<file path="config.mk">
export PLATFORM = sky130hd
export DESIGN_NAME = rr_grant_encoder_flat
export DESIGN_NICKNAME = d
export VERILOG_FILES = /design/src/rtl/rr_grant_encoder_pkg.sv /design/src/rtl/rr_grant_encoder_if.sv /design/src/rtl/rr_grant_encoder_pick.sv /design/src/rtl/rr_grant_encoder.sv /design/src/flat_wrapper.sv
export SDC_FILE = /design/constraint.sdc
export NUM_CORES = 1
export LEC_CHECK = 0
export CAP_MARGIN = 20
export CORE_ASPECT_RATIO = 0.6
export CORE_MARGIN = 1
export CORE_UTILIZATION = 55
export CTS_CLUSTER_DIAMETER = 30
export DETAILED_ROUTE_END_ITERATION = 12
export PLACE_DENSITY = 0.8
export SYNTH_ARGS = -nofsm -noshare
export SYNTH_HDL_FRONTEND = slang
export SYNTH_HIERARCHICAL = 1
export SYNTH_SLANG_ARGS = --single-unit
</file>
<file path="constraint.sdc">
create_clock -name clk -period 3.41 [get_ports clk]
set_input_delay 0.5115 -clock clk [delete_from_list [all_inputs] [get_ports clk]]
set_output_delay 0.5115 -clock clk [all_outputs]
set_load 0.01 [all_outputs]
</file>
<file path="src/rtl/rr_grant_encoder_pkg.sv">
// Package rr_grant_pkg: shared constants, FSM state type and index helper
// for the round-robin grant encoder slice.
//   IDX_W_DEF : default grant index width (8 requesters)
//   state_t   : arbiter FSM states
//   idx_inc   : wrap-around increment of a requester index
package rr_grant_pkg;

    localparam int IDX_W_DEF = 3;

    typedef enum logic {
        IDLE  = 1'b0,
        GRANT = 1'b1
    } state_t;

    // Next index in the rotation, wrapping from n-1 back to 0.
    function automatic int unsigned idx_inc(input int unsigned idx, input int unsigned n);
        return (idx + 32'd1 >= n) ? 32'd0 : idx + 32'd1;
    endfunction

endpackage

</file>
<file path="src/rtl/rr_grant_encoder_if.sv">
// Interface rr_grant_if: request/grant bundle between the requesters and the
// round-robin grant encoder.
//   req         : request vector, bit i = requester i wants ownership
//   rel         : current owner is done (only looked at while grant_valid=1)
//   grant_idx   : registered index of the current/last owner (decoder select)
//   grant_valid : grant_idx is a live grant (gates the decoder output)
//   timeout     : one-cycle pulse, grant revoked by hold timeout
//   state       : arbiter FSM state, exported for observation
//
// Handshake: a grant exists exactly while grant_valid=1. The owner keeps it
// by holding req[grant_idx]=1 and rel=0; it gives it up by raising rel or
// dropping its req bit, and the arbiter answers with grant_valid=0 on the
// following cycle. grant_valid never goes from one live grant to the next
// without at least one low cycle in between.
interface rr_grant_if #(
    parameter int IDX_W = rr_grant_pkg::IDX_W_DEF
);
    import rr_grant_pkg::*;

    logic [2**IDX_W-1:0] req;
    logic                rel;
    logic [IDX_W-1:0]    grant_idx;
    logic                grant_valid;
    logic                timeout;
    state_t              state;

    modport master (
        output req, rel,
        input  grant_idx, grant_valid, timeout, state
    );

    modport slave (
        input  req, rel,
        output grant_idx, grant_valid, timeout, state
    );

endinterface

</file>
<file path="src/rtl/rr_grant_encoder_pick.sv">
// Module rr_priority_pick: combinational rotating-priority search.
//   req     : request vector (2**IDX_W bits)
//   ptr     : last owner; search starts at ptr+1 and ends at ptr
//   winner  : first asserted request in rotation order
//   any_req : at least one request bit is set
// The request vector is rotated so the search start sits at bit 0, a plain
// lowest-set-bit encoder runs on it, and the offset is added back to the start.
module rr_priority_pick
    import rr_grant_pkg::*;
#(
    parameter int IDX_W = IDX_W_DEF
) (
    input  logic [2**IDX_W-1:0] req,
    input  logic [IDX_W-1:0]    ptr,
    output logic [IDX_W-1:0]    winner,
    output logic                any_req
);

    localparam int N_REQ = 2**IDX_W;

    logic [IDX_W-1:0] start;
    logic [N_REQ-1:0] rot;
    logic [IDX_W-1:0] off;
    logic             found;

    assign start   = IDX_W'(idx_inc(32'(ptr), N_REQ));
    assign any_req = |req;

    always_comb begin
        rot   = '0;
        off   = '0;
        found = 1'b0;
        // IDX_W-bit sum wraps modulo N_REQ, giving the rotation for free.
        for (int k = 0; k < N_REQ; k++) begin
            rot[k] = req[start + IDX_W'(k)];
        end
        for (int k = 0; k < N_REQ; k++) begin
            if (!found && rot[k]) begin
                off   = IDX_W'(k);
                found = 1'b1;
            end
        end
        winner = start + off;
    end

endmodule

</file>
<file path="src/rtl/rr_grant_encoder.sv">
// Module rr_grant_encoder: round-robin arbiter producing a registered grant
// index plus valid flag for a downstream 3-to-8 decoder.
//   clk : rising-edge clock
//   rst : synchronous active-high reset
//   bus : rr_grant_if slave modport (req, rel in; grant_idx, grant_valid,
//         timeout, state out)
// A grant lasts until the owner releases, drops its request, or has been
// valid for MAX_HOLD cycles. Every exit passes through IDLE for one cycle,
// so the decoded one-hot lines always see a dead cycle between owners.
module rr_grant_encoder
    import rr_grant_pkg::*;
#(
    parameter int IDX_W    = IDX_W_DEF,
    parameter int MAX_HOLD = 16
) (
    input  logic       clk,
    input  logic       rst,
    rr_grant_if.slave  bus
);

    localparam int N_REQ  = 2**IDX_W;
    localparam int HOLD_W = $clog2(MAX_HOLD);

    state_t            state_q, state_d;
    logic [IDX_W-1:0]  ptr_q, ptr_d;
    logic [IDX_W-1:0]  idx_q, idx_d;
    logic              to_q, to_d;
    logic [HOLD_W-1:0] cnt_q, cnt_d;

    logic [IDX_W-1:0]  winner;
    logic              any_req;
    logic              exit_rel, exit_drop, exit_to;

    rr_priority_pick #(.IDX_W(IDX_W)) u_pick (
        .req     (bus.req),
        .ptr     (ptr_q),
        .winner  (winner),
        .any_req (any_req)
    );

    assign exit_rel  = bus.rel;
    assign exit_drop = !bus.req[idx_q];
    // cnt_q counts the valid cycles already served minus one, so this edge
    // ends the MAX_HOLD-th valid cycle.
    assign exit_to   = (cnt_q == HOLD_W'(MAX_HOLD - 1));

    always_ff @(posedge clk) begin
        if (rst) begin
            state_q <= IDLE;
            ptr_q   <= IDX_W'(N_REQ - 1);
            idx_q   <= '0;
            to_q    <= 1'b0;
            cnt_q   <= '0;
        end else begin
            state_q <= state_d;
            ptr_q   <= ptr_d;
            idx_q   <= idx_d;
            to_q    <= to_d;
            cnt_q   <= cnt_d;
        end
    end

    always_comb begin
        state_d = state_q;
        ptr_d   = ptr_q;
        idx_d   = idx_q;
        to_d    = 1'b0;
        cnt_d   = cnt_q;
        case (state_q)
            IDLE: begin
                if (any_req) begin
                    idx_d   = winner;
                    cnt_d   = '0;
                    state_d = GRANT;
                end
            end
            GRANT: begin
                if (exit_rel || exit_drop || exit_to) begin
                    // idx_q is kept so the decoder select stays put during
                    // the dead cycle; ptr moves so the search skips past it.
                    state_d = IDLE;
                    ptr_d   = idx_q;
                    to_d    = exit_to && !exit_rel && !exit_drop;
                end else begin
                    cnt_d = cnt_q + HOLD_W'(1);
                end
            end
            default: begin
                state_d = IDLE;
            end
        endcase
    end

    assign bus.grant_idx   = idx_q;
    assign bus.grant_valid = (state_q == GRANT);
    assign bus.timeout     = to_q;
    assign bus.state       = state_q;

endmodule

</file>
<file path="src/flat_wrapper.sv">
// flat-port wrapper written by rule: the top's interface ports become plain ports
module rr_grant_encoder_flat import rr_grant_pkg::*;
#(
    parameter int IDX_W    = IDX_W_DEF,
    parameter int MAX_HOLD = 16
)
  (clk, rst, bus_req, bus_rel, bus_grant_idx, bus_grant_valid, bus_timeout, bus_state);
  rr_grant_if #(.IDX_W(IDX_W)) bus_i ();
  input  logic clk;
  input  logic rst;
  input wire logic [$bits(bus_i.req)-1:0] bus_req;
  input wire logic [$bits(bus_i.rel)-1:0] bus_rel;
  output wire logic [$bits(bus_i.grant_idx)-1:0] bus_grant_idx;
  output wire logic [$bits(bus_i.grant_valid)-1:0] bus_grant_valid;
  output wire logic [$bits(bus_i.timeout)-1:0] bus_timeout;
  output wire logic [$bits(bus_i.state)-1:0] bus_state;
  assign bus_i.req = bus_req;
  assign bus_i.rel = bus_rel;
  assign bus_grant_idx = bus_i.grant_idx;
  assign bus_grant_valid = bus_i.grant_valid;
  assign bus_timeout = bus_i.timeout;
  assign bus_state = bus_i.state;
  rr_grant_encoder #(.IDX_W(IDX_W), .MAX_HOLD(MAX_HOLD)) u_core (.clk(clk), .rst(rst), .bus(bus_i));
endmodule
</file>
==> key figures <==
Placement
  – Dpl hpwl: 2.70 mm
  – GP Congestion: 1.02
  – Port buffer count: 16
  – Cells after DPL: 198

Synthesis
  – Asr flop ratio synth: 0%
  – Synth Area per Inst: 8.77 sq um
  – Area contributors post-synth: dfxtp_1, mux2i_1, mux4_2
  – Warnings, synthesis: 6
  – Post-Synthesis Cells: 156
  – Post-synthesis cell type count: 52
  – Top-count cell post-synth: nand2_1
  – Mapped Nets: 172
  – Post-synth top area share: 17.6%
  – FF+latch count, synth: 12
  – Post-synthesis cell type with the largest combined area: dfxtp_1
  – Top post-synthesis cells by count: nand2_1, mux2i_1, nor2b_1
  – EDFF count, synth: 0
  – Post-synthesis sequential area ratio: 17.6%
  – Area of the mapped netlist: 1370 sq um
  – Main synth FF type: dfxtp_1

Finish
  – Syn-to-layout area delta: 17.9%
  – Fin cells: 202
  – Ratio of cells with drive above 1 in the final layout: 16.9%
  – Antenna cells: 0
  – Final Util: 71.4%
  – Final net count: 189

GRT
  – Grt ovf: 0
  – Vias in the first global route: 1129
  – Largest net degree at the start of global routing: 24
  – Initial antenna violation count: 0
  – Global-route wire length before repair: 5.58 mm
  – GRT Util Overall: 29.7%

Power and ir drop
  – Final Power: 1.28 mW
  – Power per Cell Area: 796 nW/um^2
  – Peak supply drop: 0.377 mV
  – Leak: 0.570 nW

Worst setup path
  – CP Cell Sequence: ha_2 -> a21boi_4 -> mux2i_1 -> a21oi_1 -> mux2_2 -> o22a_2 -> o311a_1 -> ha_1 -> inv_1 -> fa_1 -> xor2_1 -> xnor2_1 -> nand2_1 -> a21oi_1
  – WP data arrival: 3340 ps
  – Critical path's most frequent cell: a21oi_1
  – CP Class: register to register
  – CP startpoint kind: register
  – Slowest stage delay, CP: 400 ps
  – Critical Path RT: 3580 ps
  – Max Fanout on Critical Path: 7
  – Slowest cell on crit path: ha_2
  – Critical Path End Type: register

Route
  – Vias per inst: 6.48
  – Initial drt markers: 128
  – Via count: 1308
  – WL per Instance: 17.2 um
  – First-pass DRT Iterations: 4
  – Routed WL: 3.47 mm
  – Remaining antenna violation count after routing: 0
  – Drc violations: 0

STA
  – Worst slew pin tran: 560 ps
  – Period utilization: 92.9%
  – WHS: 508 ps
  – Max-slew headroom: 62.6%
  – Clock Skew: 8.59 ps
  – Final Setup Violations: 0
  – Setup TNS: 0 ps
  – RSZ-0062 raised after global routing: false
  – FMAX: 0.316 GHz
  – Max-slew violations: 0
  – Min cycle time layout: 3170 ps
  – Final Hold Fails: 0

Min path
  – Worst Hold Class: register to register

Floorplan
  – IO Pins: 17
  – Die Width: 66.4 um
  – Starting Density: 60.5%
  – Die Y: 40.6 um
  – Row cnt: 13
  – DIE AREA: 2700 sq um
  – CORE AREA: 2260 sq um

Clocking
  – CTS Buf Count: 3
  – Clock sink count: 12
  – Max clock buf depth: 2
  – Clk_lat worst skew: 250 ps
  – H-Tree Depth: 1
  – CTS root buffer: clkbuf_8
  – # Post-CTS Setup Buffers: 0
  – CTS tree: yes
  – Register clock-pin slew on the reported worst setup and hold paths: 60 ps

Run status
  – Status: finished, final reports clean

Job
  – MaxCap Viol Count: 0
-- critical path, delay by kind of cell (launching register included) --
| kind | cells | cell delay (ps) |
|---|---|---|
| multiplexers | 2 | 580 |
| AO/OA/AOI/OAI | 5 | 1000 |
| buffers and inverters | 1 | 60 |
| AND/OR/NAND/NOR | 1 | 70 |
| adder cells (fa/ha/maj) | 3 | 750 |
| flip-flops | 1 | 320 |
| XOR/XNOR | 2 | 320 |
-- cells in the final DEF, fill, tap and decap left out, types with 3 or more instances in the layout --
| cell type | instances |
|---|---|
| nand3_1 | 3 |
| xnor2_1 | 3 |
| nand4_1 | 4 |
| mux4_2 | 4 |
| nand2_1 | 17 |
| nor2b_1 | 13 |
| nor4_1 | 3 |
| clkdlybuf4s50_1 | 16 |
| o21ai_0 | 4 |
| o311ai_1 | 5 |
| a21oi_1 | 9 |
| inv_1 | 4 |
| dfxtp_1 | 11 |
| mux2i_1 | 14 |
| nor2_1 | 8 |
| ha_1 | 3 |
| buf_4 | 4 |
| clkbuf_8 | 4 |
-- cell families after synthesis --
kind of cell | share of synthesized area [%]
and+or+nand+nor | 22.3
xor gates and xnor gates | 3.75
AOI/OAI and AO/OA | 26.0
buffers and inverters | 6.03
muxes | 19.3
DFF | 17.6
adders and majority gates | 5.12
-- path summary, 6_finish.rpt --
| path | end | slack [ps] | start | cells after the start |
|---|---|---|---|---|
| worst max register to register | u_core/bus.grant_idx[2] | 240 | u_core/ptr_q[0] | 14 |
| worst min-delay path | u_core/cnt_q[0] | 510 | u_core/cnt_q[0] | 1 |
| worst min register to register | u_core/cnt_q[0] | 510 | u_core/cnt_q[0] | 1 |
| worst max-delay path | u_core/bus.grant_idx[2] | 240 | u_core/ptr_q[0] | 14 |
-- final cells by class --
type,count,area (sq um)
Multi-Input combinational cell,130,1060
Sequential cell,12,241
Timing Repair Buffer,21,201
Clock buffer,4,55.1
Fill cell,171,647
Inverter,5,18.8
Tap cell,30,37.5
-- stage by stage --
| step | setup slack [ps] | cell area (sq um) |
|---|---|---|
| final | 241 | 1610 |
| after global routing | 29.8 | 1610 |
| after CTS | 156 | 1600 |
| after detailed placement | 114 | 1540 |
| after global placement | 182 | 1540 |
| after floorplan | 408 | 1370 |
-- state kept, by name (all words and copies together), names as in the netlist --
| signal | flops |
|---|---|
| u_core/cnt_q | 4 |
| u_core/bus.timeout | 1 |
| u_core/bus.grant_idx | 3 |
| u_core/ptr_q | 3 |
| u_core/bus.grant_valid | 1 |
-- power breakdown --
part	leakage, nW	internal, mW	switching [mW]
logic	0.443	0.419	0.486
clock network	0.0288	0.102	0.0570
registers	0.0979	0.169	0.0518
total	0.570	0.690	0.595
-- timing repair --
| item | in CTS | in global routing |
|---|---|---|
| hold buffers | 0 | 0 |
| resized for setup | 0 | 5 |
| endpoints found under the setup margin | 0 | 2 |
| hold endpoints to repair | 0 | 0 |
-- routing by layer --
metal | up-vias | wire length (um) | track usage [%]
met3 | 6 | 404 | 11.4
li1 | 623 | - | -
met5 | - | 0 | 0
met4 | 0 | 16 | 6.38
met1 | 608 | 1620 | 41.5
met2 | 71 | 1430 | 43.1
Note: power is estimated with default switching activity, not from simulation.
==> variant (config.mk and constraints unchanged) <==
`MAX_HOLD` is set to 16 in 2 places; all go to 8.
--- a/src/rtl/rr_grant_encoder.sv
+++ b/src/rtl/rr_grant_encoder.sv
@@ -13,3 +13,3 @@
     parameter int IDX_W    = IDX_W_DEF,
-    parameter int MAX_HOLD = 16
+    parameter int MAX_HOLD = 8
 ) (
--- a/src/flat_wrapper.sv
+++ b/src/flat_wrapper.sv
@@ -4,3 +4,3 @@
     parameter int IDX_W    = IDX_W_DEF,
-    parameter int MAX_HOLD = 16
+    parameter int MAX_HOLD = 8
 )
Behaviour: not the same (a bounded check fails within 10 cycles, from zero or initial values and one cycle with rst high).
==> variant against the original RTL <==
Largest power group unchanged; synthesized area fell by 8.6%; core utilization grew 3.0 points; sequential share of layout area fell by 0.15 points; sequential power decreased by 5%; die area down 8.3%; cell area decreased by 7.9%; total power down 2.1%; setup slack worse by 60 ps; non-clock buffer count rose by 1; first-iteration DRC count is 33% lower; sequential cell count is 1 lower; wire length increased by 0.72%.
==> variant: results (changes against the original RTL) <==
Compound-Gate Fraction of Synth Area = 21.9% (was 26.0%)
worst slew pin tran = 444 ps (was 560 ps)
most frequent cells after synthesis = 17 x mux2i_1, 12 x nor2_1, 11 x dfxtp_1, 10 x nand2_1, 9 x nor2b_1 (was 17 x nand2_1, 14 x mux2i_1, 13 x nor2b_1, 12 x dfxtp_1, 9 x a21oi_1)
Synth Area in XOR/XNOR = 4.10% (was 3.75%)
Clock Skew = 0.907 ps (was 8.59 ps)
cts repair resizes = 0 (unchanged)
delay-heaviest family, CP = adder cells (was compound AO/OA/AOI/OAI gates)
Worst R2R Setup Slack = 180 ps (was 240 ps)
Switching Power = 588 uW (was 595 uW)
met2 usage = 51.1% (was 43.1%)
met1 Resource Use GR = 42.4% (was 41.5%)
largest cells by area after synthesis = dfxtp_1 18%, mux2i_1 14%, mux4_2 7.2% (was dfxtp_1 18%, mux2i_1 10%, mux4_2 6.6%)
Min-Delay Startpoint = u_core/cnt_q[2] (was u_core/cnt_q[0])
Reg2Reg Depth = 15 (was 14)
multiplexer share of the synthesized area = 24.4% (was 19.3%)
first-pass GRT wire length = 5620 microns (was 5580 microns)
hpwl dp = 2730 microns (was 2700 microns)
routability cong. = 0.871 (was 1.02)
largest net degree at the start of global routing = 24 (unchanged)
vias after detailed routing = 1216 (was 1308)
Setup-failing EPs final = 0 (unchanged)
comb pwr = 915 uW (was 905 uW)
Hold Path Sink = u_core/cnt_q[2] (was u_core/cnt_q[0])
number of global-route vias before repair = 1130 (was 1129)
Netlist cell types = 47 (was 52)
part of the Yosys area used for sequential elements = 17.6% (about the same)
Clk power = 132 uW (was 159 uW)
ys async rst share = 0% (unchanged)
met3 Use GR = 7.65% (was 11.4%)
Clock H-tree levels = 1 (unchanged)
max incr delay on CP = 430 ps (was 400 ps)
EDFF count, synth = 0 (unchanged)
Synthesized Nets = 155 (was 172)
final net count = 174 (was 189)
DR WL met2 = 1490 microns (was 1430 microns)
placed cell area = 1440 sq um (was 1540 sq um)
LEAKAGE = 0.593 nW (was 0.570 nW)
DRT Pass-1 Iters = 5 (was 4)
wire length on met3 = 414 microns (was 404 microns)
Iter 0 DRT Violations = 86 (was 128)
DR WL/cell = 19.0 microns (was 17.2 microns)
Worst path slowest cell = ha_2 (unchanged)
Worst-path clk slew = 50 ps
gr usage total = 32.3% (was 29.7%)
Post-Synth Adder-Cell Area = 6.60% (was 5.12%)
reg2reg start = u_core/ptr_q[0] (unchanged)
share of layout cells above drive strength 1 = 16.0% (was 16.9%)
status = complete, no violations (unchanged)
worst vdd ir = 371 uV (was 377 uV)
## variant: cell types whose count changed after synthesis, sizes merged, moves of 4 or more
cell,delta
o311ai,-4
nor2b,-4
nand2,-7
nand4,-4
nor2,+4
a21oi,-4
## variant: logic make-up (layout without fill, tap and decap cells)
kind of cell,after synthesis,count (layout)
flops,11,11
compound gates,33,33
mux,25,25
buf+inv,13,31
fa+ha+maj,6,6
xor+xnor,5,5
simple gates,45,45
## variant: area by class of cell
type | instances | area (sq um)
Clock buffer | 4 | 45.0
Timing Repair Buffer | 22 | 205
Fill cell | 159 | 510
Inverter | 5 | 18.8
Sequential cell | 11 | 220
Tap cell | 28 | 35.0
Multi-Input combinational cell | 114 | 962
## variant: metrics by stage
stage	instances	worst slack (ps)	total power, mW	hold WS (ps)
floorplan	138	394	0.876	468
global placement	180	141	1.05	481
detailed placement	180	6.50	1.09	493
CTS	184	85.7	1.23	505
global route	184	6.68	1.34	525
finish	184	182	1.26	506
